===== src/rtl/ifetch.sv =====
// Instruction fetch stage: issues sequential reads to a one-cycle-latency
// instruction memory and presents fetched words to decode, with redirect and stall.
module ifetch #(
    parameter int unsigned WORD     = 32,
    parameter int unsigned ADDR     = 16,
    parameter int unsigned RESET_PC = 0
) (
    input  logic            clk,
    input  logic            rst,
    output logic [ADDR-1:0] imem_addr_o,
    output logic            imem_en_o,
    input  logic [WORD-1:0] imem_data_i,
    input  logic            br_taken_i,
    input  logic [ADDR-1:0] br_addr_i,
    input  logic            stall_i,
    output logic            v_o,
    output logic [WORD-1:0] inst_o,
    output logic [ADDR-1:0] origaddr_o
);

    logic [ADDR-1:0] pc_r;
    logic            req_v;
    logic [ADDR-1:0] req_addr;
    logic            v_r;
    logic [WORD-1:0] inst_r;
    logic [ADDR-1:0] addr_r;

    assign imem_addr_o = pc_r;
    // Read enable drops under stall so the memory holds the outstanding word.
    assign imem_en_o   = ~rst & ~stall_i;

    always_ff @(posedge clk) begin
        if (rst) begin
            pc_r     <= ADDR'(RESET_PC);
            req_v    <= 1'b0;
            req_addr <= '0;
            v_r      <= 1'b0;
            inst_r   <= '0;
            addr_r   <= '0;
        end else if (br_taken_i) begin
            // Redirect wins over stall; both in-flight slots are squashed.
            pc_r  <= br_addr_i;
            req_v <= 1'b0;
            v_r   <= 1'b0;
        end else if (!stall_i) begin
            req_v    <= 1'b1;
            req_addr <= pc_r;
            pc_r     <= pc_r + ADDR'(1);
            v_r      <= req_v;
            inst_r   <= imem_data_i;
            addr_r   <= req_addr;
        end
    end

    assign v_o        = v_r;
    assign inst_o     = inst_r;
    assign origaddr_o = addr_r;

endmodule


===== config.mk =====
export PLATFORM = sky130hd
export DESIGN_NAME = ifetch
export DESIGN_NICKNAME = d
export VERILOG_FILES = /design/src/rtl/ifetch.sv
export SDC_FILE = /design/constraint.sdc
export NUM_CORES = 1
export LEC_CHECK = 0
export ABC_AREA = 0
export BUFFER_PORTS_ARGS = -buffer_cell sky130_fd_sc_hd__buf_2
export CORE_ASPECT_RATIO = 1.1
export CORE_MARGIN = 4
export CORE_UTILIZATION = 49
export CTS_BUF_LIST = sky130_fd_sc_hd__clkbuf_8 sky130_fd_sc_hd__clkbuf_16
export DETAILED_ROUTE_END_ITERATION = 16
export GPL_TIMING_DRIVEN = 0
export PLACE_DENSITY = 0.91
export SLEW_MARGIN = 5
export SYNTH_ARGS = -nofsm -noshare
export SYNTH_HDL_FRONTEND = slang
export SYNTH_SLANG_ARGS = --single-unit

===== constraint.sdc =====
create_clock -name clk -period 1.6 [get_ports clk]
set_input_delay 0.32 -clock clk [delete_from_list [all_inputs] [get_ports clk]]
set_output_delay 0.32 -clock clk [all_outputs]
set_load 0.005 [all_outputs]

; ---- Yosys cells after proc, flatten, opt, wreduce, memory -nomap -nowiden
; Index checks and enable logic that the tools add are counted.
[classes]
n_eq_ne = 1
muxes = 2
add_sub_neg = 1
n_reduce_logical = 2
bitwise = 4
[op_table]
columns = operator, n
row1 = 2-to-1 mux 16 bit, 2
row2 = adder 16 x 1 -> 16 bit (second input constant), 1
row3 = inverter 1 bit, 3
row4 = != test 2 bit (second input constant), 1
row5 = AND reduction 2 bit, 1
row6 = OR reduction 2 bit, 1
row7 = AND 1 bit, 1
[word_totals]
regBits = 82
wordCells = 16
in_bits = 52
output_inout_bits = 66

; ---- Depth between registers and ports, before layout
; Gate-level depths: netlist of the first run.
[depth]
ltp_word = 3
depth_mapped = 6
ltp_nobuf = 5

; ---- Worst setup path after synthesis of the first run
; OpenSTA, ideal clock, no wires.
[synth_timing]
path_type = reg2reg
from = register pc_r[0], in the netlist imem_addr_o[0]
to = register pc_r[14], in the netlist imem_addr_o[14]
path_stages_with_launch = 6
setup_ns = 0.137
arrival_time_ns = 1.321
t_required_ns = 1.463
synth_period_minus_slack_ns = 1.457
n_path_buf = 0
slack_ns = 0.143
path_cell_list = dfxtp_1 > ha_1 > nand4b_1 > nor4_1 > xnor2_1 > a21oi_1
[synth_via]
elab_chain_len = 3
[synth_rtl]
columns = item, line
row1 = "start, declared", 21  ; logic [ADDR-1:0] pc_r;
row2 = "start signal, assigned", 34  ; pc_r <= ADDR'(RESET_PC);
row3 = "start signal, assigned", 42  ; pc_r <= br_addr_i;
row4 = "start signal, assigned", 48  ; pc_r <= pc_r + ADDR'(1);
row5 = adder 16 x 1 -> 16 bit, 48
row6 = 2-to-1 mux 16 bit, 45  ; end else if (!stall_i) begin
row7 = 2-to-1 mux 16 bit, 40  ; end else if (br_taken_i) begin
; No other way between the ends. The select of a mux whose other input is x is not followed.
; A chain may end at the register's enable or synchronous reset.

; ---- Final worst setup path of the first run
[layout_timing]
from = register pc_r[0], in the netlist imem_addr_o[0]
to = register pc_r[12], in the netlist imem_addr_o[12]
; Same word-level chain as after synthesis.

==> flow_summary.toml, run 1 <==
[global_routing]
first_global_vias = 2827
grt_max_degree = 14
antenna_found_initial = 0
overflow = 0
grt_pass1_wl_um = 12800
grt.total_usage = 0.203

[setup_path]
crit_chain = "ha_4, nand4b_1, nor4_2, xnor2_1, a211oi_2"
critPathSlowestCell = "dfxtp_4"
cp.required_ns = 1.88
critPathBufInv = 0
critPathKind = "reg -> reg"
path_max_fanout = 5
crit_family = "simple AND/OR/NAND/NOR gates"
worst_path_largest_cell_delay_ns = 0.39
worst_setup_path_start_kind = "register"
endpoint_kind = "register"
worstPathArrival_ns = 1.87

[clock_tree]
clk-insertion-delay-late_ns = 0.35
cts_hold_buffers = 0
clkSlewWorstSetupHoldPaths_ns = 0.08
cts_tree = "yes"
cts.sinks = 82
cts_root_buf = "clkbuf_8"
htreeDepth = 3
clockBufferDepth = 2
cts_buffers = 9

[timing]
fin_skew_ns = 0.00742
finalSetupTns_ns = 0
whs_ns = 0.197
tightest_slew_ns = 0.556
finalCritPeriodShare = 0.996
setup_violations = 0
max_freq_mhz = 628
slew_viol_final = 0
hold_viol_final = 0
fin_crit_ns = 1.59
maxSlewHeadroom = 0.629

[placed_design]
gp_congestion = 0.855
dp_hpwl_um = 5990
port_buffers = 116
placed_cells = 583
place_area_sq_um = 3840

[cells_and_area]
area_delta_synth_final_pct = 30.8
fin_area_sq_um = 4140
num_antenna_cells = 0
final_cell_mix = "nand2_1 (135), buf_2 (118), dfxtp_1 (75)"
drive_above_1_share = 0.310
final_nets = 569
fin_cells = 600
layout_commonest_cell = "nand2_1"

[hold_path]
hold_class = "in -> reg"

[route]
wl_per_cell_um = 13.7
postRouteWirelength_um = 8200
firstDrtPassIters = 6
route.detailed.drc = 0
vias = 3097
vias_per_cell = 5.16
ant_nets = 0
drtIter0Drc = 155

[power_and_ir_drop]
p_int_w = 0.00317
p_comb_frac = 0.100
powerDensity_nw_per_um2 = 1020
leakage_nw = 1.77
p_seq_frac = 0.523
irDropWorstVdd_mv = 0.491
net-switching-power_w = 0.00103
p_clk_frac = 0.377
p_sw_frac = 0.246

[yosys]
synth_top_cell_area_share = 0.519
seq_area_frac_synth = 0.519
synth_seq_cells = 82
yosys-top-cells-area = "dfxtp_1 (52%), nand2_1 (16%), a21oi_1 (11%)"
ys_types = 33
syn_inst = 387
synth_nets = 440
syn-cell-area_sq_um = 3160
ys_warn_count = 0
synth_top_cell_by_area = "dfxtp_1"
syn_avg_cell_area_sq_um = 8.17

[floorplanning]
core_area_sq_um = 6230
pin_count = 118
fp.dieH_um = 92.3
row_count = 30
start_util = 0.507
die-area_sq_um = 7800
die_w_um = 84.6

[status]
outcome = "completed"

[flow_run]
maxCapViolations = 0
==> final timing paths <==
path                                                   from                           end  slack, ns  depth (start not counted)
worst max register to register  imem_addr_o[0]$_SDFFE_PP0P_  imem_addr_o[12]$_SDFFE_PP0P_      0.007                          5
worst min register to register      inst_o[16]$_SDFFE_PP0P_       inst_o[16]$_SDFFE_PP0P_       0.45                          2
worst min-delay path                        imem_data_i[24]       inst_o[24]$_SDFFE_PP0P_       0.20                          3
worst max-delay path            imem_addr_o[0]$_SDFFE_PP0P_  imem_addr_o[12]$_SDFFE_PP0P_      0.007                          5
==> sequential cells by signal (all words and copies together) (netlist names) <==
name / count
origaddr_o: 16
req_v: 1
imem_addr_o: 16
inst_o: 32
v_o: 1
req_addr: 16
==> power groups by stage <==
stage	registers (W)	logic, W	clock network [W]
floorplan	0.00224	0.000214	0
global placement	0.00223	0.000392	0
detailed placement	0.00224	0.000407	0
CTS	0.00219	0.000410	0.00160
global route	0.00221	0.000471	0.00170
finish	0.00220	0.000420	0.00159
==> metrics by stage <==
step | worst slack, ns | power, W | utilization
finish | 0.00671 | 0.00421 | 0.664
detailed placement | -0.286 | 0.00265 | 0.617
CTS | 0.0173 | 0.00421 | 0.652
global placement | -0.222 | 0.00263 | 0.617
floorplan | 0.143 | 0.00245 | -
global route | -0.0339 | 0.00438 | 0.664
==> worst register-to-register path, stage by stage, from the launching register on <==
cell and delay, ns:
dfxtp_4 0.39, ha_4 0.16, nand4b_1 0.24, nor4_2 0.37, xnor2_1 0.14, a211oi_2 0.22
==> cell families after synthesis <==
group,Yosys count,synth area share
simple gates,175,0.249
compound gates,84,0.150
flops,82,0.519
buf+inv,31,0.0380
xor+xnor,12,0.0332
mux,2,0.00633
fa+ha+maj,1,0.00396
==> per-layer routing <==
layer  part of all wire  vias to the layer above  GRT usage
li1                   -                     1541          -
met1               0.41                     1399      0.248
met2               0.49                      140      0.343
met3              0.083                       17     0.0377
met4              0.023                        0     0.0976
met5                  0                        -          0
==> Yosys cell counts (all sizes together) <==
| master | n |
|---|---|
| xor2 | 2 |
| a311oi | 3 |
| ha | 1 |
| or2 | 1 |
| a211oi | 10 |
| mux2i | 2 |
| and3b | 1 |
| clkbuf | 19 |
| and4 | 1 |
| nand4 | 5 |
| nand2 | 135 |
| buf | 9 |
| o21ai | 2 |
| nor3 | 3 |
| a21oi | 68 |
| nand4b | 3 |
| nor2 | 16 |
| nor4 | 5 |
| nor2b | 2 |
| dfxtp | 82 |
| or3 | 2 |
| nor3b | 1 |
| xnor2 | 10 |
| inv | 3 |
| o21bai | 1 |
==> layout make-up <==
cell class	instances	area [sq um]
Clock buffer	9	124
Sequential cell	82	1660
Buffer	27	110
Multi-Input combinational cell	275	1460
Inverter	3	11.3
Tap cell	80	100
Timing Repair Buffer	118	596
Fill cell	543	2100
Clock inverter	6	82.6
==> what timing repair did <==
action,CTS,global route
cloned,0,1
setup endpoints to repair,4,33
setup buffers,0,2
gates resized for setup,5,15
pin swaps,0,4
(Power assumes the default switching activity.)
==> inputs of run 2 (changes only) <==
- CELL_PAD_IN_SITES_DETAIL_PLACEMENT: default -> 0
- CELL_PAD_IN_SITES_GLOBAL_PLACEMENT: default -> 2
- CORE_UTILIZATION: 49 -> 27
- PLACE_DENSITY: 0.91 -> 0.9
==> flow_summary.toml, run 2 (synthesis gave the netlist of run 1 again) <==
[status]
outcome = "completed"

[timing]
hold_viol_final = 0
finalCritPeriodShare = 0.984
tightest_slew_ns = 0.629
setup_violations = 0
maxSlewHeadroom = 0.581
fin_skew_ns = 0.00316
slew_viol_final = 0
fin_crit_ns = 1.58
max_freq_mhz = 635
worst_slack_ns = 0.0249

[route]
route.detailed.drc = 0
wl_per_cell_um = 13.4
vias_per_cell = 4.41
postRouteWirelength_um = 8970
ant_nets = 0
vias = 2959
firstDrtPassIters = 4
drtIter0Drc = 128

[power_and_ir_drop]
leakage_nw = 1.84
irDropWorstVdd_mv = 0.494
powerDensity_nw_per_um2 = 1080

[global_routing]
first_global_vias = 2965
grt_pass1_wl_um = 14500
overflow = 0
grt_max_degree = 13
antenna_found_initial = 0
grt.total_usage = 0.133

[setup_path]
critPathKind = "reg -> reg"
reg2reg_from = "imem_addr_o[9]$_SDFFE_PP0P_"
r2r_cells = 4
crit_path_start = "imem_addr_o[9]$_SDFFE_PP0P_"
worst_path_largest_cell_delay_ns = 0.52
crit_family = "simple AND/OR/NAND/NOR gates"
worstPathArrival_ns = 1.77
worst_setup_path_start_kind = "register"
critPathSlowestCell = "dfxtp_1"
cp.required_ns = 1.79
crit_chain = "nand4b_1, nor3_2, xnor2_1, a211oi_1"
rr_endpoint = "imem_addr_o[10]$_SDFFE_PP0P_"
endpoint_kind = "register"
cp.depth = 4
path_max_fanout = 8
critPathCapture = "imem_addr_o[10]$_SDFFE_PP0P_"
reg2reg_slack_ns = 0.02
critPathBufInv = 0

[cells_and_area]
regArea_sq_um = 1650
fin_cells = 671
largest_register_ffs = 32
multi_input_area_sq_um = 1460
num_antenna_cells = 0
layout_commonest_cell = "nand2_1"
fillerInstances = 1214
final_nets = 569
final_cell_mix = "nand2_1 (135), buf_2 (118), dfxtp_1 (79)"
drive_above_1_share = 0.309
area_delta_synth_final_pct = 36.6
final_core_util = 0.376

[clock_tree]
cts.sinks = 82
cts_tree = "yes"
clkSlewWorstSetupHoldPaths_ns = 0.06
cts_buffers = 9
clockBufferDepth = 2
cts_root_buf = "clkbuf_16"
clk-insertion-delay-late_ns = 0.33
cts_hold_buffers = 0
htreeDepth = 3

[hold_path]
hold_class = "in -> reg"

[flow_run]
maxCapViolations = 0

[floorplanning]
pin_count = 118
start_util = 0.275
die_w_um = 111
die-area_sq_um = 13500
core_area_sq_um = 11500
row_count = 41
fp.dieH_um = 121

[placed_design]
gp_congestion = 0.836
port_buffers = 116
dp_worst_setup_slack_ns = -0.389
dp_hpwl_um = 6720
placed_cells = 653
-- run 2: cell types whose count changed in the layout (fill, tap and decap cells not counted), sizes merged --
cell,delta
clkbuf,+5
clkinv,-2
bufinv,-1
clkinvlp,-1
inv,+3
buf,-3
-- run 2: repair_timing --
action,CTS,global route
pin swaps,0,5
resized for setup,5,20
setup buffers,0,2
setup endpoints to repair,27,26
cloned,0,1
-- run 2: worst min path at each step --
stage                               from                          end  slack (ns)  cells past startpoint
2_1_floorplan   req_addr[0]$_SDFFE_PP0P_   origaddr_o[0]$_SDFFE_PP0P_        0.43                      2
3_3_place_gp   req_addr[15]$_SDFFE_PP0P_  origaddr_o[15]$_SDFFE_PP0P_        0.44                      2
4_1_cts                  imem_data_i[12]      inst_o[12]$_SDFFE_PP0P_        0.21                      3
6_report                 imem_data_i[12]      inst_o[12]$_SDFFE_PP0P_        0.23                      3
5_1_grt                  imem_data_i[28]      inst_o[28]$_SDFFE_PP0P_        0.22                      3
3_5_place_dp    req_addr[1]$_SDFFE_PP0P_   origaddr_o[1]$_SDFFE_PP0P_        0.44                      2
-- run 2: through the flow --
| stage | total power [W] | hold WS (ns) | cell area (sq um) | TNS (ns) |
|---|---|---|---|---|
| global placement | 0.00265 | 0.439 | 3930 | -20.07 |
| CTS | 0.00473 | 0.210 | 4240 | 0 |
| finish | 0.00466 | 0.227 | 4320 | 0 |
| detailed placement | 0.00266 | 0.442 | 3930 | -21.89 |
| floorplan | 0.00245 | 0.432 | 3160 | 0 |
| global route | 0.00489 | 0.219 | 4320 | -0.0532 |
-- run 2: worst register-to-register path: cells and delay by family (launching register included) --
| family | cells | cell delay (ns) |
|---|---|---|
| xor gates and xnor gates | 1 | 0.16 |
| DFF | 1 | 0.52 |
| and+or+nand+nor | 2 | 0.67 |
| AOI/OAI and AO/OA | 1 | 0.09 |
-- run 2: power breakdown --
group	leakage [nW]	switching, W	total [W]	internal, W
Combinational	1.01	0.000233	0.000415	0.000182
Clock	0.159	0.000767	0.00204	0.00127
Sequential	0.671	0.0000776	0.00220	0.00213
Total	1.84	0.00108	0.00466	0.00358
-- run 2: routing by layer --
metal,part of all wire,vias up,track usage
li1,-,1544,-
met1,0.47,1307,0.173
met2,0.45,94,0.202
met3,0.067,14,0.0439
met4,0.020,0,0.0532
met5,0,-,0
-- run 2: final cells by class --
cell class,count,area share
Buffer,27,0.0272
Clock buffer,11,0.0585
Clock inverter,5,0.0107
Inverter,3,0.00261
Multi-Input combinational cell,275,0.337
Sequential cell,82,0.382
Tap cell,150,0.0435
Timing Repair Buffer,118,0.138
